## config.mk

```make
export PLATFORM = sky130hd
export DESIGN_NAME = seg_display_driver_flat
export DESIGN_NICKNAME = d
export VERILOG_FILES = /design/src/rtl/seg_display_driver_if.sv /design/src/rtl/seg_display_driver.sv /design/src/flat_wrapper.sv
export SDC_FILE = /design/constraint.sdc
export NUM_CORES = 1
export LEC_CHECK = 0
export CORE_ASPECT_RATIO = 1.25
export CORE_MARGIN = 5
export CORE_UTILIZATION = 48
export DETAILED_ROUTE_END_ITERATION = 16
export PLACE_DENSITY_LB_ADDON = 0.12
export SETUP_SLACK_MARGIN = 0.2
export SYNTH_ARGS = -nofsm -noshare
export SYNTH_HDL_FRONTEND = slang
export SYNTH_SLANG_ARGS = --single-unit
export TNS_END_PERCENT = 10
```

## constraint.sdc

```tcl
create_clock -name clk -period 1.9 [get_ports clk]
set_clock_uncertainty 0.1 [all_clocks]
set_input_delay 0.285 -clock clk [delete_from_list [all_inputs] [get_ports clk]]
set_output_delay 0.285 -clock clk [all_outputs]
set_load 0.005 [all_outputs]
```

## src/rtl/seg_display_driver_if.sv

```systemverilog
// =============================================================================
// Module      : seg_display_driver_if
// Description : Bundles the cpu-facing and board-facing signals of the
//               front-panel driver.
// Revision    : 1.0 - initial release
// =============================================================================
`default_nettype none

interface seg_display_driver_if;
   logic [15:0] data_in;
   logic [7:0]  pc_in;
   logic        step_btn;
   logic        run_mode;
   logic        cpu_enable;
   logic [6:0]  seg_n;
   logic [3:0]  an_n;
   logic [7:0]  led;

   // master = cpu/board side, slave = the display driver
   modport master (
      output data_in, pc_in, step_btn, run_mode,
      input  cpu_enable, seg_n, an_n, led
   );

   modport slave (
      input  data_in, pc_in, step_btn, run_mode,
      output cpu_enable, seg_n, an_n, led
   );
endinterface

`default_nettype wire

```

## src/rtl/seg_display_driver.sv

```systemverilog
// =============================================================================
// Module      : seg_display_driver
// Description : Front-panel output stage: 4-digit multiplexed hex display,
//               PC LEDs and debounced single-step cpu_enable generation.
// Revision    : 1.0 - initial release
// =============================================================================
`default_nettype none

module seg_display_driver #(
   parameter int SCAN_DIV        = 50000,
   parameter int DEBOUNCE_CYCLES = 500000
) (
   input  wire logic           clk,
   input  wire logic           reset_n,
   seg_display_driver_if.slave bus
);

   localparam logic [15:0] c_div_last = 16'(SCAN_DIV - 1);
   localparam logic [19:0] c_db_last  = 20'(DEBOUNCE_CYCLES - 1);

   logic        sync1_q,      sync1_d;
   logic        btn_s_q,      btn_s_d;
   logic        btn_db_q,     btn_db_d;
   logic        btn_db_dly_q, btn_db_dly_d;
   logic [19:0] db_cnt_q,     db_cnt_d;
   logic [15:0] div_cnt_q,    div_cnt_d;
   logic [1:0]  dig_idx_q,    dig_idx_d;
   logic [15:0] disp_q,       disp_d;
   logic [7:0]  led_q,        led_d;
   logic [3:0]  an_n_q,       an_n_d;
   logic [6:0]  seg_n_q,      seg_n_d;
   logic        cpu_enable_q, cpu_enable_d;
   logic [3:0]  nibble;

   function automatic logic [6:0] hex_to_seg(input logic [3:0] nib);
      logic [6:0] seg;
      case (nib)
         4'h0:    seg = 7'h40;
         4'h1:    seg = 7'h79;
         4'h2:    seg = 7'h24;
         4'h3:    seg = 7'h30;
         4'h4:    seg = 7'h19;
         4'h5:    seg = 7'h12;
         4'h6:    seg = 7'h02;
         4'h7:    seg = 7'h78;
         4'h8:    seg = 7'h00;
         4'h9:    seg = 7'h10;
         4'hA:    seg = 7'h08;
         4'hB:    seg = 7'h03;
         4'hC:    seg = 7'h46;
         4'hD:    seg = 7'h21;
         4'hE:    seg = 7'h06;
         default: seg = 7'h0E;
      endcase
      return seg;
   endfunction

   always_comb begin
      sync1_d = bus.step_btn;
      btn_s_d = sync1_q;

      // A level change is accepted only after it has been seen unbroken
      // for DEBOUNCE_CYCLES cycles; any agreement restarts the count.
      btn_db_d = btn_db_q;
      db_cnt_d = '0;
      if (btn_s_q != btn_db_q) begin
         if (db_cnt_q == c_db_last) begin
            btn_db_d = btn_s_q;
         end else begin
            db_cnt_d = db_cnt_q + 20'd1;
         end
      end

      btn_db_dly_d = btn_db_q;
      cpu_enable_d = bus.run_mode | (btn_db_q & ~btn_db_dly_q);
   end

   always_comb begin
      div_cnt_d = div_cnt_q + 16'd1;
      dig_idx_d = dig_idx_q;
      if (div_cnt_q == c_div_last) begin
         div_cnt_d = '0;
         dig_idx_d = dig_idx_q + 2'd1;
      end

      disp_d = bus.data_in;
      led_d  = bus.pc_in;

      // Anode and segment pattern come from the same dig_idx on the same
      // edge, so a digit never shows its neighbour's pattern.
      nibble  = disp_q[{dig_idx_q, 2'b00} +: 4];
      an_n_d  = ~(4'b0001 << dig_idx_q);
      seg_n_d = hex_to_seg(nibble);
   end

   always_ff @(posedge clk) begin
      if (!reset_n) begin
         sync1_q      <= 1'b0;
         btn_s_q      <= 1'b0;
         btn_db_q     <= 1'b0;
         btn_db_dly_q <= 1'b0;
         db_cnt_q     <= '0;
         div_cnt_q    <= '0;
         dig_idx_q    <= '0;
         disp_q       <= '0;
         led_q        <= '0;
         an_n_q       <= 4'hF;
         seg_n_q      <= 7'h7F;
         cpu_enable_q <= 1'b0;
      end else begin
         sync1_q      <= sync1_d;
         btn_s_q      <= btn_s_d;
         btn_db_q     <= btn_db_d;
         btn_db_dly_q <= btn_db_dly_d;
         db_cnt_q     <= db_cnt_d;
         div_cnt_q    <= div_cnt_d;
         dig_idx_q    <= dig_idx_d;
         disp_q       <= disp_d;
         led_q        <= led_d;
         an_n_q       <= an_n_d;
         seg_n_q      <= seg_n_d;
         cpu_enable_q <= cpu_enable_d;
      end
   end

   assign bus.cpu_enable = cpu_enable_q;
   assign bus.seg_n      = seg_n_q;
   assign bus.an_n       = an_n_q;
   assign bus.led        = led_q;

endmodule

`default_nettype wire

```

## src/flat_wrapper.sv

```systemverilog
// flat-port wrapper written by rule: the top's interface ports become plain ports
module seg_display_driver_flat 
#(
   parameter int SCAN_DIV        = 50000,
   parameter int DEBOUNCE_CYCLES = 500000
)
  (clk, reset_n, bus_data_in, bus_pc_in, bus_step_btn, bus_run_mode, bus_cpu_enable, bus_seg_n, bus_an_n, bus_led);
  seg_display_driver_if bus_i ();
  input  wire logic clk;
  input  wire logic reset_n;
  input wire logic [$bits(bus_i.data_in)-1:0] bus_data_in;
  input wire logic [$bits(bus_i.pc_in)-1:0] bus_pc_in;
  input wire logic [$bits(bus_i.step_btn)-1:0] bus_step_btn;
  input wire logic [$bits(bus_i.run_mode)-1:0] bus_run_mode;
  output wire logic [$bits(bus_i.cpu_enable)-1:0] bus_cpu_enable;
  output wire logic [$bits(bus_i.seg_n)-1:0] bus_seg_n;
  output wire logic [$bits(bus_i.an_n)-1:0] bus_an_n;
  output wire logic [$bits(bus_i.led)-1:0] bus_led;
  assign bus_i.data_in = bus_data_in;
  assign bus_i.pc_in = bus_pc_in;
  assign bus_i.step_btn = bus_step_btn;
  assign bus_i.run_mode = bus_run_mode;
  assign bus_cpu_enable = bus_i.cpu_enable;
  assign bus_seg_n = bus_i.seg_n;
  assign bus_an_n = bus_i.an_n;
  assign bus_led = bus_i.led;
  seg_display_driver #(.SCAN_DIV(SCAN_DIV), .DEBOUNCE_CYCLES(DEBOUNCE_CYCLES)) u_core (.clk(clk), .reset_n(reset_n), .bus(bus_i));
endmodule
```

==> reports/results.txt <==
The run finished, with violations left. The checks that failed: negative setup slack. Counting the fill cells in the layout gives 532. In this run, distinct cell masters in the synthesized netlist total 36. In this run the critical register-to-register path is captured at u_core.db_cnt_q[16]$_SDFF_PP0_. The path with the worst hold slack has its endpoint at u_core.btn_s_q$_SDFF_PN0_. The number of max-slew violations in the final report is 0, and the average wire length per cell after detail routing is 12.7 um.

The final period demand of the worst path came out at 1.96 ns. The library cells used most frequently in the layout, excluding fill and tap cells, are sky130_fd_sc_hd__dfxtp_1, sky130_fd_sc_hd__clkdlybuf4s50_1, sky130_fd_sc_hd__nor2_1. The run gives 2 as the number of buffers between clock root and the deepest sink.

The slowest cell on the critical path is sky130_fd_sc_hd__or4_4. From bottom edge to top edge, the die measures 99.9 um. The critical path starts at u_core.db_cnt_q[11]$_SDFF_PP0_. The depth of the critical timing path with buffers and inverters included works out to 6. The post-synth design cell area was 3110 sq um.

TritonCTS built the clock tree. For this design the static power due to leakage is 1.50 nW. The commonest register cell after synthesis was sky130_fd_sc_hd__dfxtp_1. The run gives -0.0594 ns as the minimum setup slack in the final design. The logs give 81 for the first-iteration detailed-routing DRC count and 2.08 ns for the data arrival time at the worst-slack endpoint. Setup repair after global routing could not meet its margin everywhere.

The root buffer selected by CTS is sky130_fd_sc_hd__clkbuf_8. The area growth from synthesis to layout is 34.6%. The count of buffers added on input and output ports is 47.

The tools report the number of antenna-violating nets in the routed design as 0. The number of cells on the worst reg-to-reg path was 6; the total setup violations reported at the end of the flow was 20. The synthesized design contains 78 register bits. Setup slack on the worst reg-to-reg path comes out at -0.06 ns. Together, buffers and inverters on the worst path number 2. The met1 routing resource usage after global routing was 0.185; the number of violations of the max-capacitance limit was 0.

The tools report the number of antenna violations at the first check in global routing as 0. The tools report the kind of end point of the critical path as a flop. The floorplan has 32 rows.

Final cycle utilization of the critical path: 1.03. The run gives 0.34 ns as the insertion delay of the later-clocked pin in the worst-skew pair. Traced cell by cell, the critical path runs through or4_4, or3_4, o211ai_1, buf_4, buf_6, a21oi_1. The startpoint identified for the worst hold timing path is u_core.btn_s_d$_SDFF_PN0_. met2 is the most crowded layer. After detailed placement, the design holds a cell count of 463.

The tools report the met3 layer usage reported by global route as 0.0332. Worst hold path stage count: 1. Starting density of the core: 0.497.

The number of H-tree branching levels was 3; the average footprint of a synthesized cell was 9.67 sq um. For this run, the number of Yosys warnings is 0. The floorplan step defined a die boundary enclosing 8190 sq um.

Clock tree synthesis inserted a total of 9 buffers. The share of synthesized registers carrying an async set or reset came out at 0. The die extent in x was 81.9 um. The required arrival time at the worst endpoint is 2.02 ns. The largest single stage delay on the critical path is 0.52 ns. The worst register-to-register path begins at u_core.db_cnt_q[11]$_SDFF_PP0_. The tools report the total wirelength of the detailed-routed design as 6110 um. The sort of element at the start of the critical path was a flop. For the pin with the worst max-slew slack, the measured transition is 0.404 ns. The tools report the worst slew slack as a fraction of its limit as 0.730. The hold violation total from the final report is 0. The most common library cell in the layout ignoring fill and taps is sky130_fd_sc_hd__dfxtp_1.

After global routing the overflow that remains totals 0. The number of clock sinks was 78; the last weighted congestion value of the routability-driven placer was 0.775. Counting flops with a built-in enable in the synthesized netlist gives 0. The tools report the total routing usage reported by global routing as 0.164. The first global-routing pass estimated 10400 um of wire. In the routed design, unresolved DRC markers number 0.

The routing usage on met2 is 0.287. After clock tree synthesis, the clock-pin slew on the worst setup and hold paths is 0.07 ns. The worst IR drop on VDD came out at 0.628 mV. Entering global routing, the biggest net connects 21 pins.

The finished layout holds 482 standard cells, fillers aside. For this run, the detailed router's first-pass iteration total came to 4. Via count of the first global-routing pass: 2391. In the final design database the tool counted 432 nets.

When the netlist entered floorplanning its net count stood at 361. The tools report the number of instances in the synthesized netlist as 321. For this design the ratio of total power to cell area is 765 nW/um^2.

The worst setup path is of the flop to flop kind. The maximum net fanout on the critical path is 5, and the detailed placer's ending HPWL is 4410 um. For this design the top-level I/O count stands at 48. The via total after detailed routing is 2407, and the number of inserted diodes is 0. Path type of the worst min-delay path: flop to flop. The family of cells with the greatest summed delay on the critical path is simple AND/OR/NAND/NOR gates.

The share of post-route cells with drive strength above 1 was 0.161. For this run, the top clock speed supported by timing is 510 MHz. After layout, the design draws a total of 3.20 mW. In this run the standard cell core region covers 6250 sq um. In the routed layout, each cell is associated on average with a via count of 4.99.

The logs give 0.503 for the part of the Yosys area used for sequential elements and 0.340 ns for the hold slack.
[worst register-to-register path, delay by kind of cell, from the launching register on]
family                 cells  cell delay (ns)
and+or+nand+nor            2             0.90
DFF                        1             0.32
buffers and inverters      2             0.30
AOI/OAI and AO/OA          2             0.22
[power breakdown]
part / internal [mW] / switching [mW]
sequential: 1.68 / 0.0155
clock: 0.678 / 0.567
combinational: 0.159 / 0.0926
[how the worst max path moves through the flow]
stage / to / slack (ns)
5_1_grt: u_core.db_cnt_q[2]$_SDFF_PP0_ / -0.11
3_5_place_dp: u_core.db_cnt_q[4]$_SDFF_PP0_ / -0.03
3_3_place_gp: u_core.db_cnt_q[9]$_SDFF_PP0_ / 0.004
4_1_cts: u_core.db_cnt_q[4]$_SDFF_PP0_ / -0.01
2_1_floorplan: u_core.bus.seg_n[5]$_SDFF_PN1_ / 0.01
6_report: u_core.db_cnt_q[16]$_SDFF_PP0_ / -0.06
[per-layer routing]
metal	part of all wire	up-vias
li1	-	1249
met1	0.43	1110
met2	0.52	36
met3	0.034	12
met4	0.023	0
met5	0	-
[registers in the layout (all words and copies together), names as in the netlist, 2 cells and up]
register / count
u_core.disp_q: 16
u_core.div_cnt_q: 16
u_core.dig_idx_q: 2
u_core.bus.an_n: 4
u_core.bus.led: 8
u_core.bus.seg_n: 7
u_core.db_cnt_q: 20
[metrics by stage]
step / setup TNS, ns / util / area, sq um / setup WS [ns]
final: -0.909 / 0.669 / 4180 / -0.0594
after global routing: -1.85 / 0.669 / 4180 / -0.108
after CTS: -0.0939 / 0.665 / 4150 / -0.0126
after floorplan: 0 / - / 3160 / 0.0110
after detailed placement: -0.188 / 0.616 / 3850 / -0.0255
after global placement: 0 / 0.616 / 3850 / 0.00365
[cells by family (layout without fill, tap and decap cells)]
group,after synthesis,in the layout,synth area share
buf+inv,22,98,0.0278
fa+ha+maj,12,12,0.0483
xor+xnor,24,24,0.0677
flops,78,78,0.503
compound gates,36,36,0.0669
mux,8,8,0.0423
simple gates,141,141,0.244
[synth_stat cells (4+ instances only)]
library cell	instances	share of area
sky130_fd_sc_hd__dfxtp_1	78	0.50
sky130_fd_sc_hd__nor2_1	33	0.040
sky130_fd_sc_hd__and2_1	28	0.056
sky130_fd_sc_hd__nand2_1	20	0.024
sky130_fd_sc_hd__xnor2_1	15	0.042
sky130_fd_sc_hd__a21oi_1	14	0.023
sky130_fd_sc_hd__nand3_1	13	0.021
sky130_fd_sc_hd__ha_1	12	0.048
sky130_fd_sc_hd__inv_1	12	0.015
sky130_fd_sc_hd__o21ai_0	10	0.016
sky130_fd_sc_hd__or3_1	10	0.020
sky130_fd_sc_hd__xor2_1	9	0.025
sky130_fd_sc_hd__nand4_1	8	0.016
sky130_fd_sc_hd__clkbuf_1	7	0.0085
sky130_fd_sc_hd__or4_1	6	0.015
sky130_fd_sc_hd__and3_1	5	0.010
sky130_fd_sc_hd__mux4_2	4	0.029
sky130_fd_sc_hd__nor3_1	4	0.0064
sky130_fd_sc_hd__nor4_1	4	0.0081
sky130_fd_sc_hd__o211ai_1	4	0.0097
[timing repair]
action,in CTS,in global routing
hold buffers,0,0
gates cloned,2,0
hold endpoints to repair,0,0
setup buffers,1,0
setup endpoints to repair,28,42
pin swaps,15,9
resized for setup,23,8
[layout make-up]
type	instances	area, sq um	share of cell area
inverter	12	50.0	0.0120
clock inverter	3	42.5	0.0102
tap	85	106	0.0254
timing repair buffer	70	686	0.164
sequential	78	1570	0.375
multi-input combinational	221	1570	0.375
clock buffer	13	159	0.0380
Power figures use the tool's default switching activity.
